===== src/rtl/seg_pkg.sv =====
// Shared definitions for the scrolling 4-digit hex display:
// active-low 7-segment patterns (bit0..6 = a..g, bit7 = dp),
// the hex decoder, and the direction/speed encodings.
package seg_pkg;

  localparam logic [7:0] SEG_0     = 8'hC0;
  localparam logic [7:0] SEG_1     = 8'hF9;
  localparam logic [7:0] SEG_2     = 8'hA4;
  localparam logic [7:0] SEG_3     = 8'hB0;
  localparam logic [7:0] SEG_4     = 8'h99;
  localparam logic [7:0] SEG_5     = 8'h92;
  localparam logic [7:0] SEG_6     = 8'h82;
  localparam logic [7:0] SEG_7     = 8'hF8;
  localparam logic [7:0] SEG_8     = 8'h80;
  localparam logic [7:0] SEG_9     = 8'h90;
  localparam logic [7:0] SEG_A     = 8'h88;
  localparam logic [7:0] SEG_B     = 8'h83;
  localparam logic [7:0] SEG_C     = 8'hC6;
  localparam logic [7:0] SEG_D     = 8'hA1;
  localparam logic [7:0] SEG_E     = 8'h86;
  localparam logic [7:0] SEG_F     = 8'h8E;
  localparam logic [7:0] SEG_BLANK = 8'hFF;

  typedef enum logic {
    DIR_FWD = 1'b0,
    DIR_REV = 1'b1
  } dir_e;

  typedef enum logic {
    SPD_NORM = 1'b0,
    SPD_FAST = 1'b1
  } spd_e;

  // Active-low segment pattern for one hex digit, dp off
  function automatic logic [7:0] hex2seg(input logic [3:0] hex);
    logic [7:0] seg;
    case (hex)
      4'h0:    seg = SEG_0;
      4'h1:    seg = SEG_1;
      4'h2:    seg = SEG_2;
      4'h3:    seg = SEG_3;
      4'h4:    seg = SEG_4;
      4'h5:    seg = SEG_5;
      4'h6:    seg = SEG_6;
      4'h7:    seg = SEG_7;
      4'h8:    seg = SEG_8;
      4'h9:    seg = SEG_9;
      4'hA:    seg = SEG_A;
      4'hB:    seg = SEG_B;
      4'hC:    seg = SEG_C;
      4'hD:    seg = SEG_D;
      4'hE:    seg = SEG_E;
      4'hF:    seg = SEG_F;
      default: seg = SEG_BLANK;
    endcase
    return seg;
  endfunction

endpackage


===== src/rtl/key_debounce.sv =====
// One active-low push-button: 2-flop synchroniser, debounce
// (level accepted after DEB_DIV consecutive differing samples)
// and a one-clock press pulse on the debounced 1->0 edge.
// After reset the button must be seen released for DEB_DIV
// samples before any press is reported, so a button held through
// reset does not fire.
module key_debounce #(
  parameter int unsigned DEB_DIV = 270000
) (
  input  logic i_clk,
  input  logic i_rst,
  input  logic i_btn_n,
  output logic o_press
);

  localparam int unsigned CW = $clog2(DEB_DIV + 1);
  localparam logic [CW-1:0] DEB_TC = CW'(DEB_DIV - 1);

  logic          r_sync1;
  logic          r_sync2;
  logic          r_level;
  logic          r_press;
  logic          r_armed;
  logic [CW-1:0] r_cnt;
  logic [CW-1:0] r_hi_cnt;

  // Synchronise, debounce, arm after a confirmed release, pulse on press
  always_ff @(posedge i_clk) begin
    if (i_rst) begin
      r_sync1  <= 1'b1;
      r_sync2  <= 1'b1;
      r_level  <= 1'b1;
      r_press  <= 1'b0;
      r_armed  <= 1'b0;
      r_cnt    <= '0;
      r_hi_cnt <= '0;
    end else begin
      r_sync1 <= i_btn_n;
      r_sync2 <= r_sync1;
      r_press <= 1'b0;

      if (r_sync2 == r_level) begin
        r_cnt <= '0;
      end else if (r_cnt == DEB_TC) begin
        r_cnt   <= '0;
        r_level <= r_sync2;
        r_press <= ~r_sync2 & r_armed;
      end else begin
        r_cnt <= r_cnt + 1'b1;
      end

      if (!r_armed) begin
        if (!r_sync2) begin
          r_hi_cnt <= '0;
        end else if (r_hi_cnt == DEB_TC) begin
          r_armed <= 1'b1;
        end else begin
          r_hi_cnt <= r_hi_cnt + 1'b1;
        end
      end
    end
  end

  assign o_press = r_press;

endmodule


===== src/rtl/top_seq_2.sv =====
// Scrolling 4-digit display of an 8-nibble ring (SEQ).
// Buttons (active-low): 0 run/pause, 1 direction, 2 speed,
// 3 home (pos = 0). Digits are multiplexed one at a time.
// Optional feature macro: DP_INDICATOR_EN -- decimal point on
// digit 0 while paused and on digit 3 while scrolling in reverse.
module top_seq_2
  import seg_pkg::*;
#(
  parameter int unsigned CLK_HZ   = 27000000,
  parameter int unsigned SCAN_DIV = 27000,
  parameter int unsigned STEP_DIV = 13500000,
  parameter int unsigned DEB_DIV  = 270000,
  parameter logic [31:0] SEQ      = 32'h2023_0415
) (
  input  logic       clk,
  input  logic       rst,
  input  logic [3:0] button,
  output logic [3:0] dig,
  output logic [7:0] smg
);

  // A zero divider falls back to a rate derived from the clock
  localparam int unsigned SCAN_SLOT = (SCAN_DIV == 0) ? (CLK_HZ / 1000) : SCAN_DIV;
  localparam int unsigned STEP_SLOT = (STEP_DIV == 0) ? (CLK_HZ / 2) : STEP_DIV;
  localparam int unsigned FAST_SLOT = ((STEP_SLOT / 4) == 0) ? 1 : (STEP_SLOT / 4);

  localparam int unsigned SCAN_W = $clog2(SCAN_SLOT + 1);
  localparam int unsigned STEP_W = $clog2(STEP_SLOT + 1);

  localparam logic [SCAN_W-1:0] SCAN_TC   = SCAN_W'(SCAN_SLOT - 1);
  localparam logic [STEP_W-1:0] STEP_TC_N = STEP_W'(STEP_SLOT - 1);
  localparam logic [STEP_W-1:0] STEP_TC_F = STEP_W'(FAST_SLOT - 1);

  localparam logic [7:0] SMG_RST = hex2seg(SEQ[31:28]);

  logic [3:0]        w_press;
  logic              w_step_tc;
  logic [2:0]        w_slot;
  logic [4:0]        w_shift;
  logic [3:0]        w_nib;
  logic [7:0]        w_seg;
  logic              w_dp;

  logic              r_run;
  dir_e              r_dir;
  spd_e              r_spd;
  logic [2:0]        r_pos;
  logic [STEP_W-1:0] r_step_cnt;
  logic [SCAN_W-1:0] r_scan_cnt;
  logic [1:0]        r_idx;
  logic [3:0]        r_dig;
  logic [7:0]        r_smg;

  for (genvar g = 0; g < 4; g++) begin : g_key
    key_debounce #(
      .DEB_DIV (DEB_DIV)
    ) u_key (
      .i_clk   (clk),
      .i_rst   (rst),
      .i_btn_n (button[g]),
      .o_press (w_press[g])
    );
  end

  assign w_step_tc = (r_spd == SPD_FAST) ? (r_step_cnt == STEP_TC_F)
                                         : (r_step_cnt == STEP_TC_N);

  // Ring slot shown on the scanned digit; nibble 7 is slot 0
  assign w_slot  = r_pos + {1'b0, r_idx};
  assign w_shift = {~w_slot, 2'b00};
  assign w_nib   = SEQ[w_shift +: 4];
  assign w_seg   = hex2seg(w_nib);

`ifdef DP_INDICATOR_EN
  assign w_dp = ~(((r_idx == 2'd0) && !r_run) ||
                  ((r_idx == 2'd3) && (r_dir == DIR_REV)));
`else
  assign w_dp = 1'b1;
`endif

  // Run/direction/speed toggles and scroll position stepping
  always_ff @(posedge clk) begin
    if (rst) begin
      r_run      <= 1'b1;
      r_dir      <= DIR_FWD;
      r_spd      <= SPD_NORM;
      r_pos      <= '0;
      r_step_cnt <= '0;
    end else begin
      if (w_press[0]) r_run <= ~r_run;
      if (w_press[1]) r_dir <= (r_dir == DIR_FWD) ? DIR_REV : DIR_FWD;
      if (w_press[2]) r_spd <= (r_spd == SPD_NORM) ? SPD_FAST : SPD_NORM;

      // Home beats a simultaneous speed toggle for pos; both clear the count
      if (w_press[3]) begin
        r_pos      <= '0;
        r_step_cnt <= '0;
      end else if (w_press[2]) begin
        r_step_cnt <= '0;
      end else if (r_run) begin
        if (w_step_tc) begin
          r_step_cnt <= '0;
          r_pos      <= (r_dir == DIR_REV) ? (r_pos - 3'd1) : (r_pos + 3'd1);
        end else begin
          r_step_cnt <= r_step_cnt + 1'b1;
        end
      end
    end
  end

  // Digit scan slot timer and index
  always_ff @(posedge clk) begin
    if (rst) begin
      r_scan_cnt <= '0;
      r_idx      <= '0;
    end else if (r_scan_cnt == SCAN_TC) begin
      r_scan_cnt <= '0;
      r_idx      <= r_idx + 2'd1;
    end else begin
      r_scan_cnt <= r_scan_cnt + 1'b1;
    end
  end

  // Registered digit enable and segment drive, updated together
  always_ff @(posedge clk) begin
    if (rst) begin
      r_dig <= 4'b1110;
      r_smg <= SMG_RST;
    end else begin
      r_dig <= ~(4'b0001 << r_idx);
      r_smg <= w_seg & {w_dp, 7'h7F};
    end
  end

  assign dig = r_dig;
  assign smg = r_smg;

endmodule


===== config.mk =====
export PLATFORM = sky130hd
export DESIGN_NAME = top_seq_2
export DESIGN_NICKNAME = d
export VERILOG_FILES = /design/src/rtl/seg_pkg.sv /design/src/rtl/key_debounce.sv /design/src/rtl/top_seq_2.sv
export SDC_FILE = /design/constraint.sdc
export NUM_CORES = 1
export LEC_CHECK = 0
export ABC_AREA = 1
export BUFFER_PORTS_ARGS = -buffer_cell sky130_fd_sc_hd__buf_2
export CAP_MARGIN = 20
export CELL_PAD_IN_SITES_DETAIL_PLACEMENT = 1
export CELL_PAD_IN_SITES_GLOBAL_PLACEMENT = 2
export CORE_UTILIZATION = 30
export DETAILED_ROUTE_END_ITERATION = 12
export PLACE_DENSITY_LB_ADDON = 0.12
export SLEW_MARGIN = 20
export SYNTH_ARGS = -nofsm -noshare
export SYNTH_HDL_FRONTEND = slang
export SYNTH_HIERARCHICAL = 1
export SYNTH_SLANG_ARGS = --single-unit

===== constraint.sdc =====
create_clock -name clk -period 2.2 [get_ports clk]
set_input_delay 0.55 -clock clk [delete_from_list [all_inputs] [get_ports clk]]
set_output_delay 0.55 -clock clk [all_outputs]
set_load 0.005 [all_outputs]

# Word-level counts from Yosys, hierarchy flattened
# Memories as Yosys holds them, arrays and structs flattened. A register that Yosys moved wholly into a read port is not among the register bits.
# Index checks and enable logic that the tools add are counted.
# word_totals
register_bits	231
romBits	112
input_bits	6
out_inout_bits	12
word_cells	142
mem_count	1
# memory_table
memory	depth	width	read_ports	rd_ports_with_merged_regs	wr	line	source
(no name shown)	16	7	1	1	0	seg_pkg.sv:37	case (hex)
# op_classes
add_sub_neg	14
eq_ne	19
shifts	2
mux	25
bitwise_logic	24
n_reduce_logical	20
# op_table
op	count
adder 19 x 1 -> 19 bit (second input constant)	8
equality test 19 bit (second input constant)	8
two-way mux 19 bit	8
variable part select 32 x 6 -> 4 bit (first input constant)	1
OR reduction 3 bit	9
adder 24 x 1 -> 24 bit (second input constant)	1
equality test 24 x 22 -> 1 bit (second input constant)	1
equality test 24 bit (second input constant)	1
two-way mux 24 bit	1
inverter 1 bit	18
AND reduction 2 bit	8
adder 15 x 1 -> 15 bit (second input constant)	1
equality test 15 bit (second input constant)	1
two-way mux 1 bit	15
!= test 2 bit (second input constant)	4
AND 1 bit	4
equality test 1 bit	4
inverter 4 bit	1
OR reduction 2 bit	2
left shift 1 x 2 -> 4 bit (first input constant)	1
adder 3 x 1 -> 3 bit (second input constant)	1
adder 3 x 2 -> 3 bit	1
two-way mux 3 bit	1
inverter 3 bit	1
3 further kinds	3

# Logic depth before layout (Yosys ltp)
# Gate-level depths: netlist of the first run.
# depth
ltp_word	4
ltp_mapped	12

# Hierarchy
# The synthesis of the first run kept the hierarchy.
# modules_own_cells
module	instances	cells_each	area_per_inst_um2	seq_area_each_um2
key_debounce	4	324	2260.9	860.8
top_seq_2	1	422	2966.6	1161.1

# Worst setup path before layout of the first run
# No wires, ideal clock.
# synth_path
kind	reg-to-reg
startpoint	reg r_idx[0]
endpoint	reg r_smg[3] (netlist: smg[3])
arrival_ns	1.978
t_required_ns	2.086
setup_slack_ns	0.109
path_stages_with_launch	12
n_path_buf	0
period_less_slack_ns	2.091
path_cell_list	dfxtp_1 > ha_1 > inv_1 > fa_1 > or2_2 > nand2_1 > inv_1 > a21oi_1 > inv_1 > ha_1 > nand3_1 > nand2_1
# synth_via
elab_chain_cells	3
# synth_rtl
item	line	source
start, declared	top_seq_2.sv:50	logic [1:0] r_idx;
start signal, assigned	top_seq_2.sv:118	r_idx <= r_idx + 2'd1;
adder 3 x 2 -> 3 bit	top_seq_2.sv:69	assign w_slot = r_pos + {1'b0, r_idx};
inverter 3 bit	top_seq_2.sv:70	assign w_shift = {~w_slot, 2'b00};
variable part select 32 x 6 -> 4 bit	top_seq_2.sv:71	assign w_nib = SEQ[w_shift +: 4];
end, declared	top_seq_2.sv:52	logic [7:0] r_smg;
# Every way passes these cells.
# A chain may end at the register's enable or synchronous reset.

# Final worst setup path of the first run
# layout_path
startpoint	reg r_pos[0]
endpoint	reg r_smg[5] (netlist: smg[5])
# layout_via
elab_chain_cells	3
# layout_rtl
item	line	source
start, declared	top_seq_2.sv:47	logic [2:0] r_pos;
start signal, assigned	top_seq_2.sv:103	r_pos <= (r_dir == DIR_REV) ? (r_pos - 3'd1) : (r_pos + 3'd1);
adder 3 x 2 -> 3 bit	top_seq_2.sv:69	
inverter 3 bit	top_seq_2.sv:70	
variable part select 32 x 6 -> 4 bit	top_seq_2.sv:71	
# Every way passes these cells.

==> results of run 1 <==
metal layers:
| metal | global-route usage | share of wire | up-vias |
|---|---|---|---|
| met4 | 0.0379 | 0.025 | 0 |
| met1 | 0.201 | 0.51 | 4920 |
| met3 | 0.0224 | 0.021 | 45 |
| li1 | - | - | 5534 |
| met5 | 0 | 0 | - |
| met2 | 0.244 | 0.45 | 63 |
path summary, 6_finish.rpt:
path                            endpoint                   start  cells after the start  slack (ns)
hold reg to reg   g_key[2].u_key/r_sync2  g_key[2].u_key/r_sync1                      1        0.41
setup / recovery                  smg[5]                r_pos[0]                     11        0.14
hold / removal    g_key[1].u_key/r_sync1               button[1]                      2        0.18
setup reg to reg                  smg[5]                r_pos[0]                     11        0.14
stage by stage:
stage / setup TNS, ns / instance area, µm² / setup WS [ns]
5_1_grt: -0.0452 / 13800 / -0.0289
6_report: 0 / 13800 / 0.139
3_5_place_dp: 0 / 12700 / 0.0176
4_1_cts: 0 / 13800 / 0.00356
2_1_floorplan: 0 / 12000 / 0.109
3_3_place_gp: 0 / 12700 / 0.105
final cells by class:
type / count / share of cell area
Clock buffer: 38 / 0.0617
Clock inverter: 18 / 0.0165
Inverter: 255 / 0.0708
Multi-Input combinational cell: 1219 / 0.455
Sequential cell: 230 / 0.334
Tap cell: 518 / 0.0469
Timing Repair Buffer: 31 / 0.0149
cell families (layout without fill, tap and decap cells):
family / after synthesis / in the layout / synth area share
other: 1 / 1 / 0.000312
AOI/OAI and AO/OA: 174 / 174 / 0.0788
buffers and inverters: 269 / 342 / 0.0938
xor gates and xnor gates: 58 / 58 / 0.0423
DFF: 230 / 230 / 0.383
adders and majority gates: 25 / 25 / 0.0273
and+or+nand+nor: 961 / 961 / 0.374
sequential cells by signal, indices dropped and copies added (netlist names), 2 cells and up:
name / count
g_key.u_key/r_sync1: 4
r_pos: 3
r_step_cnt: 24
r_scan_cnt: 15
smg: 7
r_idx: 2
g_key.u_key/r_sync2: 4
dig: 4
g_key.u_key/r_armed: 4
g_key.u_key/o_press: 4
g_key.u_key/r_hi_cnt: 76
g_key.u_key/r_level: 4
g_key.u_key/r_cnt: 76
critical path: stages (launching register included):
cell and delay (ns):
dfxtp_2 0.33, ha_1 0.15, inv_1 0.06, fa_2 0.34
or2_2 0.29, nand2_2 0.08, inv_2 0.05, a21oi_2 0.16
inv_2 0.07, buf_4 0.13, ha_1 0.17, o211ai_1 0.16
placed cells by master (no fill, tap or decap), drive strengths merged, types with 7 or more instances in the layout:
| cell | netlist | final |
|---|---|---|
| nor3b | 10 | 10 |
| inv | 251 | 251 |
| o21a | 12 | 12 |
| and2 | 8 | 8 |
| clkinv | 4 | 15 |
| or2 | 16 | 16 |
| nand3 | 120 | 120 |
| nand4 | 55 | 55 |
| nor3 | 41 | 41 |
| buf | 13 | 31 |
| xnor2 | 7 | 7 |
| xor2 | 51 | 51 |
| clkbuf | 1 | 38 |
| ha | 23 | 23 |
| a21oi | 86 | 86 |
| nor2 | 293 | 293 |
| o21ai | 66 | 66 |
| nand2 | 415 | 415 |
| dfxtp | 230 | 230 |
power by group through the flow:
stage | logic [µW] | registers, µW | clock network (µW)
after global routing | 273 | 4240 | 5640
final | 233 | 4240 | 5260
after CTS | 240 | 4240 | 5500
after floorplan | 165 | 4320 | 0
after global placement | 236 | 4330 | 0
after detailed placement | 238 | 4330 | 0
timing repair:
action,in CTS,in global routing
resized for setup,0,8
endpoints found under the setup margin,0,6
setup buffers,0,3
==> summary.md, run 1 <==
| Metric | Value |
|---|---|
| Routed WL | `around 29000 µm` |
| Remaining DRCs | `0` |
| I/O Pins | `18` |
| Fill count | `slightly below 5000` |
| Overall routing resource usage | `0.148` |
| Gate power share | `0.024` |
| Ys flop type | `dfxtp_1` |
| Final worst-path cycle share | `0.937` |
| Iteration count of the initial detailed-routing pass | `4` |
| Die area | `40800 µm²` |
| # diodes | `0` |
| Leading area contributor after synthesis | `dfxtp_1` |
| Utilization of the core after routing | `0.353` |
| Net count after synthesis | `between 1500 and 2000` |
| Largest net degree at the start of global routing | `20` |
| Via count | `roughly 11000` |
| Routability cong. | `approximately 0.74` |
| Rows | `72` |
| CTS tree | `done` |
| Placed cell count | `between 2000 and 2500` |
| Syn_area_per_cell | `about 7 µm²` |
| Worst-path fanout max | `3` |
| Final Max Slew Viols | `0` |
| PwrDens | `around 700 nW/µm²` |
| H-Tree Depth | `1` |
| Post-Layout Cell Count | `between 2000 and 2500` |
| Area growth syn-to-layout | `15.0%` |
| Starting DRT DRC Count | `between 300 and 400` |
| Cell area after synthesis | `around 12000 µm²` |
| Number of routed nets with antenna violations | `0` |
| NetSw | `2130 µW` |
| Clock skew | `a little over 0.007 ns` |
| Max_cap viols | `0` |
| Initial Utilization | `0.307` |
| Clock buffer depth | `3` |
| Area contributors post-synth | `dfxtp_1, nand2_1, nor2_1, inv_1, nand3_1` |
| EDFF count, synth | `0` |
| Share of layout cells above drive strength 1 | `0.131` |
| Int Power | `roughly 7600 µW` |
| Via-to-Cell Ratio | `4.57` |
| CTS buffer count | `30` |
| Maximum clock frequency | `around 490 MHz` |
| Post-Syn Instances | `between 1500 and 2000` |
| CTS Root Cell | `clkbuf_16` |
| CP Class | `register to register` |
| Gr ovfl total | `0` |
| Pwr Total | `approximately 9700 µW` |
| Sequential Area | `about 4600 µm²` |
| Sink Count | `230` |
| Sequential element share of the synthesized area | `0.383` |
| Clock transition at path regs | `about 0.060 ns` |
| Required @ worst endpoint | `between 2 and 3 ns` |
| Final Setup Violations | `0` |
| Hold Crit Class | `primary input to register` |
| Chip Height | `~200 µm` |
| Post-synth top area share | `0.383` |
| Yosys warns | `13` |
| Top-count cell post-synth | `nand2_1` |
| Outcome | `complete, no violations` |
| Leakage | `approximately 0.0052 µW` |
| Sequential Power Share | `0.436` |
| Critical Path AT | `around 2.5 ns` |
| Async SR Flop Fraction | `0` |
| Multi-input logic area | `6290 µm²` |
| Sw frac | `0.219` |
| Core area | `roughly 39000 µm²` |
| Max VDD drop | `approximately 0.60 mV` |
| CTS Hold Bufs | `0` |
| Flops & latches, synth | `230` |
| Final hold viol count | `0` |
| Fin nets | `between 1500 and 2000` |
| Clock power frac | `0.540` |
| Tmin final | `about 2.1 ns` |
| Commonest cells post-synth | `nand2_1, nor2_1, inv_1` |
| Global-route wire length before repair | `about 52000 µm` |
| Die W | `202 µm` |
| Clk_lat worst skew | `between 0.5 and 0.6 ns` |
| Initial antenna violation count | `0` |
| Drt wl/cell | `12.8 µm` |
| Hpwl dp | `21800 µm` |
| Worst Setup Start Kind | `register` |
| Hold_ws | `between 0.15 and 0.2 ns` |
| Port Buf Inserts | `16` |
| Netlist cell types | `40` |
| Endpoint class of the critical path | `register` |
| Vias in the first global route | `10806` |
No activity file was read; power rests on OpenSTA's default activity.
==> inputs of run 2 (changes only) <==
--- a/config.mk
+++ b/config.mk
@@ -11,8 +11,10 @@
 export CELL_PAD_IN_SITES_DETAIL_PLACEMENT = 1
 export CELL_PAD_IN_SITES_GLOBAL_PLACEMENT = 2
 export CORE_UTILIZATION = 30
+export CTS_CLUSTER_SIZE = 10
 export DETAILED_ROUTE_END_ITERATION = 12
 export PLACE_DENSITY_LB_ADDON = 0.12
+export SETUP_SLACK_MARGIN = 0.4
 export SLEW_MARGIN = 20
 export SYNTH_ARGS = -nofsm -noshare
 export SYNTH_HDL_FRONTEND = slang
==> summary.md, run 2 (synthesis gave the netlist of run 1 again) <==
| Metric | Value |
|---|---|
| Die area | `40800 µm² (unchanged)` |
| Leading cell type in the layout, fill and taps excluded | `nand2_1` |
| Leakage | `0.00523 µW (+0.62%)` |
| Hold Crit Class | `primary input to register` |
| Final hold viol count | `0 (unchanged)` |
| Critical Path AT | `2.36 ns (-0.18 ns)` |
| Remaining DRCs | `0 (unchanged)` |
| PwrDens | `662 nW/µm² (-6.0%)` |
| Largest net degree at the start of global routing | `20 (unchanged)` |
| I/O Pins | `18 (unchanged)` |
| Routability cong. | `0.750 (+1.1%)` |
| Top sig layer | `met4` |
| Fin nets | `1810 (+0.67%)` |
| Placed cell count | `2247 (-0.13%)` |
| Fill count | `4888 (-0.14%)` |
| H-Tree Depth | `1 (unchanged)` |
| Die W | `202 µm (unchanged)` |
| Rows | `72 (unchanged)` |
| Sequential Area | `4610 µm² (about the same)` |
| Iteration count of the initial detailed-routing pass | `4 (unchanged)` |
| Slew HR | `0.667` |
| Worst Setup Start Kind | `register` |
| Routed WL | `30200 µm (+2.6%)` |
| Share of layout cells above drive strength 1 | `0.142 (+0.0105)` |
| Initial antenna violation count | `0 (unchanged)` |
| Vias in the first global route | `10751 (-0.51%)` |
| Worst-Margin Slew | `~0.5 ns` |
| Final Setup Violations | `0 (unchanged)` |
| Routed wl met3 | `670 µm (+8.2%)` |
| Tmin final | `1.88 ns (-0.185 ns)` |
| Sink Count | `230 (unchanged)` |
| Required @ worst endpoint | `2.68 ns (about the same)` |
| Gr ovfl total | `0 (unchanged)` |
| Number of routed nets with antenna violations | `0 (unchanged)` |
| Overall routing resource usage | `0.149 (+0.00136)` |
| Final Max Slew Viols | `0 (unchanged)` |
| Maximum clock frequency | `533 MHz (+9.9%)` |
| Outcome | `complete, no violations` |
| Clock skew | `0.0108 ns (+0.00351 ns)` |
| Via-to-Cell Ratio | `4.61 (+0.85%)` |
| Cell Area, Placed | `12700 µm² (+0.21%)` |
| Final worst-path cycle share | `0.852 (-0.0841)` |
| Setup TNS | `0 ns (unchanged)` |
| Hpwl dp | `21900 µm (+0.60%)` |
| Post-Layout Cell Count | `2317 (+0.35%)` |
| CTS tree | `done` |
| Port Buf Inserts | `16 (unchanged)` |
| Setup slack at placement | `0.182 ns (+0.164 ns)` |
| Core area | `39100 µm² (unchanged)` |
| Pwr Total | `9270 µW (-4.7%)` |
| Endpoint class of the critical path | `register` |
| Multi-input logic area | `6510 µm² (+3.6%)` |
| RSZ-0062 raised after global routing | `true` |
| CP Class | `register to register` |
| Worst Slack Setup Final | `0.325 ns (+0.185 ns)` |
| Chip Height | `202 µm (unchanged)` |
| Worst-path fanout max | `4 (+1)` |
| Global-route wire length before repair | `51800 µm (+0.37%)` |
| Top flop regs | `g_key.u_key/r_cnt x76, g_key.u_key/r_hi_cnt x76, r_step_cnt x24` |
| Design area | `14000 µm² (+1.4%)` |
| Most frequent cells in the layout | `nand2_1, nor2_1, inv_1` |
| Clock transition at path regs | `0.05 ns (about the same)` |
| Area growth syn-to-layout | `16.6%` |
| # diodes | `0 (unchanged)` |
| Initial Utilization | `0.307 (unchanged)` |
| Clock buffer depth | `3 (unchanged)` |
| Starting DRT DRC Count | `285 (-22%)` |
| Met2 Wirelength | `13900 µm (+6.1%)` |
| Max VDD drop | `0.496 mV (-18%)` |
| CTS buffer count | `30 (unchanged)` |
| Max_cap viols | `0 (unchanged)` |
| DRT met1 WL | `15000 µm (about the same)` |
| CTS Root Cell | `clkbuf_16` |
| Clk_lat worst skew | `0.56 ns (about the same)` |
| Via count | `10689 (+1.2%)` |
| Drt wl/cell | `13.0 µm (+2.2%)` |
run 2: worst max-delay path, stage by stage, from the launching register on:
cell and delay, ns:
dfxtp_4 0.36, ha_4 0.12, inv_2 0.03, fa_2 0.33, or2_4 0.24, nand2_4 0.08
inv_2 0.04, a21oi_2 0.15, inv_2 0.09, ha_4 0.16, inv_2 0.04, o21ai_1 0.05
a21oi_1 0.11
run 2: per-layer routing:
metal  up-vias  GRT usage
li1       5584          -
met1      5005      0.197
met2        61      0.254
met3        39     0.0214
met4         0     0.0376
met5         -          0
run 2: timing repair:
item	CTS	global route
hold buffers	0	0
setup buffers	4	10
gates cloned	0	4
resized for setup	5	28
setup endpoints to repair	8	132
pin swaps	4	7
hold endpoints to repair	0	0
run 2: cell type report:
cell class,instances,share of cell area
timing repair buffer,39,0.0207
multi-input combinational,1223,0.465
inverter,255,0.0698
clock buffer,47,0.0654
tap,518,0.0463
clock inverter,5,0.00357
sequential,230,0.329
run 2: path summary, 6_finish.rpt:
path / start / endpoint / slack, ns / depth (start not counted)
setup / recovery: r_idx[0] / smg[4] / 0.32 / 12
hold / removal: button[1] / g_key[1].u_key/r_sync1 / 0.20 / 2
setup reg to reg: r_idx[0] / smg[4] / 0.32 / 12
hold reg to reg: g_key[1].u_key/r_sync1 / g_key[1].u_key/r_sync2 / 0.41 / 1
run 2: stage by stage:
| step | utilization | hold slack (ns) |
|---|---|---|
| after floorplan | - | 0.389 |
| after global routing | 0.358 | 0.181 |
| final | 0.358 | 0.198 |
| after global placement | 0.325 | 0.393 |
| after detailed placement | 0.325 | 0.399 |
| after CTS | 0.351 | 0.161 |
run 2: power breakdown:
part | leakage (µW) | total (µW) | internal, µW | switching (µW)
Combinational | 0.00289 | 242 | 85.3 | 157
Sequential | 0.00186 | 4240 | 4200 | 35.8
Clock | 0.000479 | 4790 | 2930 | 1860
